<file path="config.mk">
export PLATFORM = sky130hd
export DESIGN_NAME = id_stage_param
export DESIGN_NICKNAME = d
export VERILOG_FILES = /design/src/rtl/id_stage_param.sv
export SDC_FILE = /design/constraint.sdc
export NUM_CORES = 2
export LEC_CHECK = 0
export CAP_MARGIN = 20
export CORE_MARGIN = 4
export CORE_UTILIZATION = 45
export CTS_CLUSTER_DIAMETER = 100
export CTS_CLUSTER_SIZE = 28
export DETAILED_ROUTE_END_ITERATION = 10
export HOLD_SLACK_MARGIN = 0.06
export MAX_ROUTING_LAYER = met4
export PLACE_DENSITY_LB_ADDON = 0.08
export SYNTH_ARGS = -nofsm -noshare
export SYNTH_HDL_FRONTEND = slang
export SYNTH_SLANG_ARGS = --single-unit
</file>
<file path="constraint.sdc">
create_clock -name clk -period 5 [get_ports clk]
set_input_delay 1 -clock clk [delete_from_list [all_inputs] [get_ports clk]]
set_output_delay 1 -clock clk [all_outputs]
set_load 0.02 [all_outputs]
</file>
<file path="src/rtl/id_stage_param.sv">
// MIPS decode stage: register file with same-cycle WB bypass, main control
// decode, immediate sign-extension, load-use hazard detection and the
// ID/EX pipeline register with bubble insertion on stall or branch flush.
module id_stage_param #(
  parameter int DATA_W    = 32,
  parameter int NREGS     = 32,
  parameter bit REG0_ZERO = 1'b1
) (
  input  logic              clk,
  input  logic              rst,
  input  logic              RegWrite,
  input  logic [31:0]       IF_ID_Instr,
  input  logic [DATA_W-1:0] IF_ID_NPC,
  input  logic [4:0]        MEM_WB_Writereg,
  input  logic [DATA_W-1:0] MEM_WB_Writedata,
  input  logic              ID_EX_MemRead,
  input  logic [4:0]        ID_EX_Rt,
  input  logic              flush,
  output logic              stall,
  output logic [1:0]        WB,
  output logic [2:0]        M,
  output logic [3:0]        EX,
  output logic [DATA_W-1:0] NPC,
  output logic [DATA_W-1:0] rdata1out,
  output logic [DATA_W-1:0] rdata2out,
  output logic [DATA_W-1:0] IR,
  output logic [4:0]        instrout_2016,
  output logic [4:0]        instrout_1511
);

  localparam int AW = (NREGS > 1) ? $clog2(NREGS) : 1;

  logic [DATA_W-1:0] rf_q [NREGS];

  logic [4:0]        rs, rt;
  logic              wr_en, hazard;
  logic [DATA_W-1:0] rdata1_d, rdata2_d, imm_d;
  logic [8:0]        ctrl_d;

  logic [1:0]        wb_q;
  logic [2:0]        m_q;
  logic [3:0]        ex_q;
  logic [DATA_W-1:0] npc_q, rd1_q, rd2_q, ir_q;
  logic [4:0]        f2016_q, f1511_q;

  assign rs = IF_ID_Instr[25:21];
  assign rt = IF_ID_Instr[20:16];

  // A write is legal only to an implemented register, and never to a hardwired r0.
  assign wr_en = RegWrite && (int'(MEM_WB_Writereg) < NREGS) &&
                 !(REG0_ZERO && (MEM_WB_Writereg == 5'd0));

  // rs read port: unimplemented/zero register reads 0, pending WB write is forwarded.
  always_comb begin
    rdata1_d = '0;
    if ((int'(rs) < NREGS) && !(REG0_ZERO && (rs == 5'd0))) begin
      if (wr_en && (MEM_WB_Writereg == rs)) rdata1_d = MEM_WB_Writedata;
      else                                  rdata1_d = rf_q[rs[AW-1:0]];
    end
  end

  // rt read port: same rules as rs.
  always_comb begin
    rdata2_d = '0;
    if ((int'(rt) < NREGS) && !(REG0_ZERO && (rt == 5'd0))) begin
      if (wr_en && (MEM_WB_Writereg == rt)) rdata2_d = MEM_WB_Writedata;
      else                                  rdata2_d = rf_q[rt[AW-1:0]];
    end
  end

  // Main control decode: {WB[1:0], M[2:0], EX[3:0]} from the opcode.
  always_comb begin
    case (IF_ID_Instr[31:26])
      6'b000000: ctrl_d = 9'b10_000_1100;  // R-type
      6'b100011: ctrl_d = 9'b11_010_0001;  // lw
      6'b101011: ctrl_d = 9'b00_001_0001;  // sw
      6'b000100: ctrl_d = 9'b00_100_0010;  // beq
      default:   ctrl_d = 9'b00_000_0000;  // unsupported -> nop
    endcase
  end

  assign imm_d = {{(DATA_W-16){IF_ID_Instr[15]}}, IF_ID_Instr[15:0]};

  // Load-use: the load in EX targets a register this instruction reads.
  // A flush already kills the instruction, so it never needs to wait.
  assign hazard = ID_EX_MemRead && (ID_EX_Rt != 5'd0) &&
                  ((ID_EX_Rt == rs) || (ID_EX_Rt == rt));
  assign stall  = hazard && !flush && !rst;

  // Register file write and ID/EX latch; stall or flush turns the control into a bubble.
  always_ff @(posedge clk) begin
    if (rst) begin
      for (int i = 0; i < NREGS; i++) rf_q[i] <= '0;
      wb_q    <= '0;
      m_q     <= '0;
      ex_q    <= '0;
      npc_q   <= '0;
      rd1_q   <= '0;
      rd2_q   <= '0;
      ir_q    <= '0;
      f2016_q <= '0;
      f1511_q <= '0;
    end else begin
      if (wr_en) rf_q[MEM_WB_Writereg[AW-1:0]] <= MEM_WB_Writedata;
      if (stall || flush) begin
        wb_q <= '0;
        m_q  <= '0;
        ex_q <= '0;
      end else begin
        wb_q <= ctrl_d[8:7];
        m_q  <= ctrl_d[6:4];
        ex_q <= ctrl_d[3:0];
      end
      npc_q   <= IF_ID_NPC;
      rd1_q   <= rdata1_d;
      rd2_q   <= rdata2_d;
      ir_q    <= imm_d;
      f2016_q <= IF_ID_Instr[20:16];
      f1511_q <= IF_ID_Instr[15:11];
    end
  end

  assign WB            = wb_q;
  assign M             = m_q;
  assign EX            = ex_q;
  assign NPC           = npc_q;
  assign rdata1out     = rd1_q;
  assign rdata2out     = rd2_q;
  assign IR            = ir_q;
  assign instrout_2016 = f2016_q;
  assign instrout_1511 = f1511_q;

endmodule

</file>
==> metrics <==
run status finished, final reports clean; Fin Setup TNS 0 ns; Mean Syn Cell Area 14.8 µm²; Crit Path Category in -> out; hold buffers post-CTS 0; clock tree from TritonCTS yes; Initial Util a little under half; crit end category output pin; chip width ~370 µm; clock skew approximately 0.025 ns; H-tree levels 2; clock power share between 20% and 30%; WL met1 roughly 87000 µm; final setup vio count 0; top routing layer used met4; post-synth top area share 53.2%; Die Y-Extent approximately 370 µm; Cells after Synth 3901; first-pass GRT wire length about 290000 µm; vias per std cell 6.46; Hold WC Path Type in -> reg; Post-synth EDFFs just over 1k; Combinational Power Share about 15%; Synth async-reset ratio 0%; area grow syn2layout 11.4%; clk_lat worst skew between 0.6 and 0.7 ns; layout cells sized above 1 between 20% and 30%; met3 wire length 17300 µm; CTS resizes 0; top cell type by total area after synthesis edfxtp_1; Worst path max stage delay ~0.84 ns; Final Net Count roughly 4.1k; CP Launch Type primary input; Synth area leaders edfxtp_1 53%, mux4_2 17%, and2_1 11%, dfxtp_1 4.3%, mux2i_1 2.2%; sequential power share 58.5%; Placeable Area around 130000 µm²; Worst EP required approximately 4.0 ns; # DRC 0; Fin. Hold Viols 0; CP Max Fanout 3; hpwl dp about 120000 µm; worst vdd ir between 200 and 300 µV; slew at the pin with the worst max-slew slack ~1.1 ns; vias in the first global route 36.1k; Yosys warning count 0; root buf cell clkbuf_16; initial drt markers between 4k and 5k; DR vias between 30k and 40k; Net Sw Power 0.00508 W; Post-Synthesis Cell Area roughly 58000 µm²; MaxCap Viol Count 0; Post-synth top flop edfxtp_1; period utilization between 90% and 100%; post-CTS repair timing setup buffer count 0; crit path DAT around 3.6 ns; P_int 0.0142 W; Total GRT Usage between 30% and 40%; TritonCTS Buffers roughly 50; Switching Share 26.4%; most used cell, CP clkdlybuf4s50_1; total die area between 100000 and 150000 µm²; gr ovfl total 0; total I/O pin count between 200 and 300; clk slew on worst S/H paths ~0.1 ns; synthesized flop and latch total about 1.1k; FP Rows 131; unrepaired setup endpoints after global routing false; sequential area share after synthesis around 57%; clock buffer depth 3; largest net degree at the start of global routing 101; Slowest-stage cell, CP clkdlybuf4s50_1; synth unique cells 43; final wirelength about 210000 µm; Pins Over Slew Limit 0; post-route ant nets 0; hold_ws 0.619 ns; fmax between 200 and 250 MHz; gpl congestion slightly above 0.8; first drt pass iteration count 6; clock sinks roughly 1.1k; Worst slew margin approximately 27%; Util after Layout around 50%; pwr/cell area 299 nW/µm²; leakage power roughly 22 nW; initial antenna violation count 10; Routed WL per cell 36.9 µm; number of buffers added on ports approximately 260; met2 WL 98000 µm; Period minus WS final approximately 4.6 ns; cells along the critical path clkdlybuf4s50_1 > xnor2_1 > nand3_1 > o22ai_1 > buf_4 > and2_1 > clkdlybuf4s50_1
final timing paths:
path | startpoint | to | slack, ns | depth (start not counted)
setup / recovery | ID_EX_Rt[4] | stall | 0.37 | 7
hold / removal | rst | IR[9] | 0.62 | 2
setup reg to reg | rf_q[10][18] | rdata1out[18] | 3.10 | 4
hold reg to reg | rf_q[26][6] | rdata1out[6] | 0.87 | 3
through the flow:
step / instances / cell area (µm²) / total power (W) / setup WS [ns]
after floorplan: 3932 / 57900 / 0.0130 / 1.57
after global placement: 5558 / 62600 / 0.0142 / 0.433
after detailed placement: 5558 / 62600 / 0.0143 / 0.464
after CTS: 5647 / 64100 / 0.0193 / 0.441
after global routing: 5660 / 64400 / 0.0198 / 0.394
final: 5665 / 64400 / 0.0192 / 0.365
worst max-delay path: cells and delay by family:
kind | cells | cell delay [ns]
and+or+nand+nor | 2 | 0.41
buffers and inverters | 3 | 1.65
xor gates and xnor gates | 1 | 0.18
AOI/OAI and AO/OA | 1 | 0.38
flip-flops by register name (all words and copies together), names as in the netlist:
register and cells:
rf_q 1024, NPC 32, rdata1out 32, rdata2out 32, IR 16, instrout_2016 5, EX 3, WB 2
M 1
layout make-up:
type | instances | area (µm²)
Tap cell | 1662 | 2080
Clock inverter | 13 | 119
Fill cell | 10685 | 63100
Timing Repair Buffer | 420 | 4500
Sequential cell | 1147 | 33200
Antenna cell | 6 | 15.0
Multi-Input combinational cell | 2341 | 23100
Clock buffer | 76 | 1360
logic make-up after synthesis:
group	after synthesis	share of synthesized area (%)
other	1	0.00649
buffers and inverters	444	3.22
AOI/OAI and AO/OA	360	5.23
muxes	576	19.7
and+or+nand+nor	1354	14.1
xor gates and xnor gates	19	0.288
DFF	1147	57.5
routing by layer:
layer / global-route usage [%] / vias to the layer above
li1: - / 14922
met1: 44.0 / 19417
met2: 49.1 / 1925
met3: 4.19 / 348
met4: 9.05 / 0
met5: - / -
synthesized netlist by cell type (6+ instances only):
cell type / instances
dfxtp_1: 123
nand2_1: 37
nor2b_1: 88
a211oi_1: 35
nor2_1: 69
or2_2: 32
buf_4: 24
nand3_1: 6
edfxtp_1: 1024
mux2i_1: 128
and2_1: 995
o22ai_1: 161
nor4_1: 34
nor3_1: 66
o41ai_2: 30
a22oi_1: 32
clkbuf_1: 320
a22o_1: 32
buf_2: 60
o221a_2: 32
mux4_2: 448
o211a_1: 32
buf_1: 35
xnor2_1: 15
nand3b_1: 9
cell usage in the layout (no fill, tap or decap), drive strengths merged, types with 2 or more instances in the layout:
master,count
and2,995
mux4,448
clkdlybuf4s50,250
xnor2,15
nand2b,2
nor2,69
edfxtp,1024
o221a,32
dfxtp,123
conb,32
o22ai,161
mux2i,128
xor2,4
diode,6
nor3,66
a22o,32
or2,32
clkbuf,79
nor2b,88
or3b,4
inv,5
a211oi,35
o41ai,32
a22oi,32
and3,3
o211a,32
nand3b,9
buf,167
nand3,6
nand2,37
nor4,34
or3,5
clkinv,7
power by group through the flow:
stage / Combinational (W) / Sequential (W) / Clock, W
2_1_floorplan: 0.00156 / 0.0114 / 0
3_3_place_gp: 0.00280 / 0.0114 / 0
3_5_place_dp: 0.00280 / 0.0115 / 0
4_1_cts: 0.00281 / 0.0113 / 0.00520
5_1_grt: 0.00294 / 0.0113 / 0.00553
6_report: 0.00284 / 0.0113 / 0.00514
No activity file was read; power rests on OpenSTA's default activity.
